File: src/rtl/dm_trace_ctrl.sv
// dm_trace_ctrl: sequences the processor reset and run window, traces data-memory writes
// into a circular buffer, then streams them oldest-first over a valid/ready port.
module dm_trace_ctrl #(
    parameter int N            = 64,
    parameter int DEPTH        = 16,
    parameter int RESET_CYCLES = 2,
    parameter int RUN_CYCLES   = 60,
    parameter int WRAP         = 1
) (
    input  logic                       CLOCK_50,
    input  logic                       reset,
    input  logic                       DM_writeEnable,
    input  logic [N-1:0]               DM_addr,
    input  logic [N-1:0]               DM_writeData,
    input  logic                       dump_req,
    output logic                       cpu_reset,
    output logic                       dump,
    output logic                       trace_valid,
    input  logic                       trace_ready,
    output logic [N-1:0]               trace_addr,
    output logic [N-1:0]               trace_data,
    output logic [$clog2(DEPTH):0]     trace_count,
    output logic                       overflow,
    output logic                       done
);
    localparam int AW = $clog2(DEPTH);

    typedef enum logic [1:0] {HOLD, RUN, DUMP, DONE} state_t;

    state_t         r_state;
    logic [AW-1:0]  r_wr_ptr, r_rd_ptr;
    logic [AW:0]    r_count;
    logic [31:0]    r_cyc;
    logic           r_overflow;
    logic [2*N-1:0] r_mem [DEPTH];

    logic           w_push, w_full, w_store;
    logic [2*N-1:0] w_entry;

    assign w_push  = (r_state == RUN) && DM_writeEnable;
    assign w_full  = r_count == (AW+1)'(DEPTH);
    assign w_store = w_push && (!w_full || WRAP != 0);
    assign w_entry = r_mem[r_rd_ptr];

    assign cpu_reset   = r_state == HOLD;
    assign dump        = (r_state == DUMP) || (r_state == DONE);
    assign done        = r_state == DONE;
    assign trace_valid = (r_state == DUMP) && (r_count != '0);
    assign trace_addr  = trace_valid ? w_entry[2*N-1:N] : '0;
    assign trace_data  = trace_valid ? w_entry[N-1:0] : '0;
    assign trace_count = r_count;
    assign overflow    = r_overflow;

    // Storage needs no reset: an empty count makes stale contents unreachable.
    always_ff @(posedge CLOCK_50) begin
        if (w_store)
            r_mem[r_wr_ptr] <= {DM_addr, DM_writeData};
    end

    always_ff @(posedge CLOCK_50 or posedge reset) begin
        if (reset) begin
            r_state    <= HOLD;
            r_wr_ptr   <= '0;
            r_rd_ptr   <= '0;
            r_count    <= '0;
            r_cyc      <= '0;
            r_overflow <= 1'b0;
        end else begin
            case (r_state)
                HOLD: begin
                    if (r_cyc == 32'(RESET_CYCLES - 1)) begin
                        r_state <= RUN;
                        r_cyc   <= '0;
                    end else begin
                        r_cyc <= r_cyc + 32'd1;
                    end
                end
                RUN: begin
                    if (w_push && !w_full) begin
                        r_wr_ptr <= r_wr_ptr + 1'b1;
                        r_count  <= r_count + 1'b1;
                    end else if (w_push) begin
                        r_overflow <= 1'b1;
                        // Overwriting the oldest entry drags the read pointer along.
                        if (WRAP != 0) begin
                            r_wr_ptr <= r_wr_ptr + 1'b1;
                            r_rd_ptr <= r_rd_ptr + 1'b1;
                        end
                    end
                    if (dump_req || r_cyc == 32'(RUN_CYCLES - 1))
                        r_state <= DUMP;
                    else
                        r_cyc <= r_cyc + 32'd1;
                end
                DUMP: begin
                    if (r_count == '0) begin
                        r_state <= DONE;
                    end else if (trace_ready) begin
                        r_rd_ptr <= r_rd_ptr + 1'b1;
                        r_count  <= r_count - 1'b1;
                    end
                end
                default: ;
            endcase
        end
    end
endmodule
File: config.mk
export PLATFORM = sky130hd
export DESIGN_NAME = dm_trace_ctrl
export DESIGN_NICKNAME = d
export VERILOG_FILES = /design/src/rtl/dm_trace_ctrl.sv
export SDC_FILE = /design/constraint.sdc
export NUM_CORES = 2
export LEC_CHECK = 0
export ABC_AREA = 1
export BUFFER_PORTS_ARGS = -buffer_cell sky130_fd_sc_hd__buf_2
export CAP_MARGIN = 20
export CORE_MARGIN = 4
export CORE_UTILIZATION = 58
export DETAILED_ROUTE_END_ITERATION = 7
export GPL_ROUTABILITY_DRIVEN = 0
export PLACE_DENSITY = 0.75
export SETUP_SLACK_MARGIN = 0.1
export SKIP_CTS_REPAIR_TIMING = 1
export SYNTH_ARGS = -nofsm -noshare
export SYNTH_HDL_FRONTEND = slang
export SYNTH_SLANG_ARGS = --single-unit
File: constraint.sdc
create_clock -name CLOCK_50 -period 12.2 [get_ports CLOCK_50]
set_clock_uncertainty 0.15 [all_clocks]
set_input_delay 0.61 -clock CLOCK_50 [delete_from_list [all_inputs] [get_ports CLOCK_50]]
set_output_delay 0.61 -clock CLOCK_50 [all_outputs]
set_load 0.03 [all_outputs]
; ---- Word level (Yosys, flattened, before mapping)
; Memories as Yosys holds them, arrays and structs flattened.
; Index checks and enable logic that the tools add are counted.
[op_classes]
n_mux = 22
n_eq_ne = 15
reduce_logical = 19
bitwise = 1
add_sub_neg = 5
[ops]
columns = operator, count
row1 = 2-to-1 mux 64 bit, 2
row2 = 2-to-1 mux 32 bit, 2
row3 = case mux 32 bit (2 select lines), 1
row4 = adder 32 x 1 -> 32 bit (second input constant), 1
row5 = == test 32 x 1 -> 1 bit (second input constant), 1
row6 = == test 32 x 6 -> 1 bit (second input constant), 1
row7 = 2-to-1 mux 4 bit, 6
row8 = 2-to-1 mux 5 bit, 3
row9 = inequality test 2 bit (second input constant), 5
row10 = case mux 5 bit (2 select lines), 1
row11 = adder 4 x 1 -> 4 bit (second input constant), 2
row12 = inequality test 2 x 1 -> 1 bit (second input constant), 4
row13 = case mux 4 bit (2 select lines), 1
row14 = AND reduction 4 bit, 2
row15 = 2-to-1 mux 2 bit, 3
row16 = case mux 2 bit (3 select lines), 1
row17 = nonzero test 2 bit, 3
row18 = adder 5 x 1 -> 5 bit (second input constant), 1
row19 = == test 5 bit (second input constant), 1
row20 = zero test 5 bit, 1
row21 = AND reduction 5 bit, 1
row22 = nonzero test 5 bit, 1
row23 = subtractor 5 x 1 -> 5 bit (second input constant), 1
row24 = == test 2 bit (second input constant), 2
row25 = other kinds (10), 15
[word_totals]
memories = 1
mem_bits_rw = 2048
regBits = 48
[mem_list]
columns = name, depth, width, rd, rd_clocked_by_memory_dff, write_ports, line_no
row1 = r_mem, 16, 128, 1, 0, 1, 35  ; logic [2*N-1:0] r_mem [DEPTH];

; ---- Longest topological paths before layout
[depth]
depth_word = 5
mapped_depth = 11

; ---- Worst setup path before layout
; Ideal clock, no wire load.
[synth_timing]
path_type = flip-flop to flip-flop
startpoint = register r_state[1]
endpoint = memory r_mem[11][0] in the netlist's numbering, enable pin
arrival_time_ps = 9584
setup_slack_ps = 1694
setup_ps = 772
synth_period_minus_slack_ps = 10506
path_buffers = 0
stages_incl_launch_ff = 5
required_time_ps = 11278
path_cell_list = dfrtp_1 inv_1 ha_1 nand2_1 nor3_1
[synth_via]
elab_chain_len = 4
[synth_rtl]
columns = element, line_no
row1 = "start, declared", 30  ; state_t r_state;
row2 = "start signal, assigned", 62  ; r_state <= HOLD;
row3 = "start signal, assigned", 72  ; r_state <= RUN;
row4 = "start signal, assigned", 91  ; r_state <= DUMP;
row5 = == test 2 x 1 -> 1 bit, 40  ; assign w_push = (r_state == RUN) && DM_writeEnable;
row6 = logical AND 1 bit, 40
row7 = 2-to-1 mux 1 bit, 56  ; if (w_store)
row8 = 2-to-1 mux 1 bit (not written as such), 57  ; r_mem[r_wr_ptr] <= {DM_addr, DM_writeData};
row9 = "end, declared", 35
; No other way between the ends.

; ---- Final worst setup path
[layout_timing]
startpoint = register r_rd_ptr[0]
endpoint = output trace_data[16]
[layout_via]
elab_chain_len = 2
[layout_rtl]
columns = element, line_no
row1 = "start, declared", 31  ; logic [AW-1:0] r_wr_ptr, r_rd_ptr;
row2 = "start signal, assigned", 87  ; r_rd_ptr <= r_rd_ptr + 1'b1;
row3 = "start signal, assigned", 99  ; r_rd_ptr <= r_rd_ptr + 1'b1;
row4 = memory read (16 x 128 bit), -
row5 = 2-to-1 mux 64 bit, 50  ; assign trace_data = trace_valid ? w_entry[N-1:0] : '0;
row6 = "end, declared", 21  ; output logic [N-1:0] trace_data,
; No other way between the ends.

==> flow_summary.ini <==
[sta]
grt_setup_unrepaired = false
timing.final.crit_share_pct = 53.5
finalMaxSlewViolations = 49
setup_viol = 0
clock.fmax_mhz = 153
setup_tns_final_ns = 0
timing_hold_violations_final = 0
worstMarginPinSlew_ns = 1.60
hold_ws_ns = 0.00784
final.min_clock_period_ns = 6.52
timing.slew.headroom_pct = -6.40

[die]
die_h_um = 387
die_x_um = 387
initial_core_util_pct = 58.7
die_area_um2 = 150000
io-pin-count = 271
core_region_um2 = 142000
fp-row-count = 138

[global_routing]
pin_count_of_the_biggest_net_entering_global_routing = 294
grt_pass1_vias = 51100
grt_overflow_total = 0
grt_first_pass_wirelength_mm = 319
grtUsageTotal_pct = 27.8
grt_antenna_before_repair = 23

[clock_network]
cts_tree = built
clk_root_buffer_cell = sky130_fd_sc_hd__clkbuf_16
path_clk_slew_ns = 0.06
clockBufferDepth = 3
clock-sinks = 2096
htree_num_levels = 4
clk_latency_ns = 0.84
cts_inserted_buffers = 204

[route]
wire_per_inst_um = 24.6
drtPass1Iterations = 6
met2WireLength_mm = 104
routed-via-count = 54100
drt_wl_total_mm = 215
drt_iter0_markers = 6914
wirelength_met1_mm = 83.2
detail_route.vias_per_cell = 6.19
dr.max_layer_used = met5
final_antenna_net_count = 0
met3WireLength_mm = 20.4
drc_errors = 0

[yosys]
post_synth_and_or_nand_nor_area_fraction_pct = 10.0
synthesis.yosys.warnings = 0
yosys-mux-area-fraction_pct = 0
postSynthCellCount = 6444
main_combinational_cell_family_by_area_after_synthesis = compound AO/OA/AOI/OAI gates
synthXorXnorAreaFrac_pct = 0.283
synth_compound_gate_area_share_pct = 11.7
ys_ff_latch = 2096
synth_sequential_area_ratio_pct = 75.1
syn_area_um2 = 83500
mappedNetlistNets = 6593
synth.avg_cell_area_um2 = 13.0
synth-adder-area-share_pct = 0.249
synth_cell_types = 28

[critical_path]
timing.critical_path.cells = buf_4 > buf_12 > buf_4 > nor2_1 > nor2_1 > o21ai_0 > o211ai_1 > nand3_1 > a21oi_1 > buf_2
setup.worst_path.start_class = flop
cp_num_buf_inv = 4
cp_slowest_stage_delay_ns = 0.91
crit_path_max_fanout = 237
worstSetupEndpointType = output pin
critPathRequiredTime_ns = 11.44
critPathTopFamily = buffers and inverters
worst_ep_arrival_time_ns = 5.76
timing.setup.critical_path_class = reg2out
timing.critical_path.slowest_stage_cell = sky130_fd_sc_hd__buf_4

[power]
post_layout_power_mw = 21.0
power_density_nw_per_um2 = 224
vdd_ir_drop_max_v = 0.000224
power_leakage_nw = 30.5

[final_layout]
drive_gt1_share_pct = 9.37
design_area_um2 = 93800
nNetsFinal = 6821
mostFrequentLayoutCell = sky130_fd_sc_hd__edfxtp_1
finish.cell_count_without_fillers = 8740
area_growth_pct = 12.4
final_cell_mix = sky130_fd_sc_hd__edfxtp_1, sky130_fd_sc_hd__nor2_1, sky130_fd_sc_hd__o21ai_0

[placed_design]
dp.cells = 8230
dpl_cell_area_um2 = 86000
place.port_buffers = 270
dp_hpwl_mm = 100

[worst_hold_path]
min-delay-path-class = in2reg

[outcome]
status = finished with violations
violations = max-slew violations

[job]
cap_violations = 0
==> cells in the mapped netlist (all sizes together) <==
library cell,count,area [um2]
edfxtp,2048,61500
nor2,1616,6070
o21ai,1044,5230
o211ai,512,3840
nand3,295,1480
clkbuf,269,1010
buf,178,986
nand2,174,656
a21oi,134,671
inv,52,198
dfrtp,48,1200
xor2,24,210
ha,15,188
nor3,12,60.1
nand3b,8,60.1
nand4,6,37.5
xnor2,3,26.3
or2,2,12.5
clkinv,1,3.75
fa,1,20.0
o21bai,1,7.51
o22ai,1,6.26
==> worst register-to-register path: cells and delay by family (launching register included) <==
kind	cells	cell delay (ns)
buffers and inverters	4	1.97
and+or+nand+nor	3	1.41
DFF	1	0.41
adders and majority gates	1	0.23
==> sequential cells by signal, summed over array words and instances, names as in the netlist <==
signal and cells:
r_wr_ptr 4, overflow 1, r_state 2, r_rd_ptr 4, r_mem 2048, trace_count 5
r_cyc 32
==> area by class of cell <==
cell class              count  area (um2)
well taps                1890        2360
clock inverters            95         946
multi-input cells        3848       18700
diodes                     18        45.0
fillers                  9913       48500
repair buffers            469        3370
inverters                  53         238
clock buffers             271        5410
flip-flops and latches   2096       62700
==> routing by layer <==
layer,vias up,GRT usage [%]
li1,24200,-
met1,26600,38.1
met2,2910,44.9
met3,439,5.21
met4,12,10.9
met5,-,0
==> kinds of logic after synthesis <==
logic type / Yosys count
simple gates: 2113
flops: 2096
buf+inv: 500
compound gates: 1692
xor+xnor: 27
fa+ha+maj: 16
==> report_power, final <==
part           switching [mW]  leakage (nW)  internal, mW  total [mW]
logic                    4.75          8.40          1.83        6.57
registers               0.218          19.1          8.24        8.46
clock network            2.66          3.08          3.32        5.99
total                    7.63          30.5          13.4        21.0
==> through the flow <==
| stage | utilization (%) | setup slack, ns |
|---|---|---|
| after CTS | 64.9 | 5.70 |
| after global routing | 65.9 | 5.41 |
| after detailed placement | 60.5 | 6.67 |
| after global placement | 60.5 | 6.74 |
| after floorplan | - | 1.69 |
| final | 65.9 | 5.68 |
==> worst paths after layout <==
| path | start | endpoint | slack [ns] | depth (start not counted) |
|---|---|---|---|---|
| setup / recovery | r_rd_ptr[0] | trace_data[16] | 5.68 | 10 |
| hold / removal | DM_writeData[49] | r_mem[0][49] | 0.008 | 1 |
| setup reg to reg | r_state[1] | r_mem[4][7] | 7.67 | 8 |
| hold reg to reg | overflow | overflow | 0.34 | 1 |
| max in group asynchronous | reset | r_rd_ptr[1] | 10.97 | 4 |
| min in group asynchronous | reset | trace_count[4] | 0.40 | 4 |
Note: power is estimated with default switching activity, not from simulation.
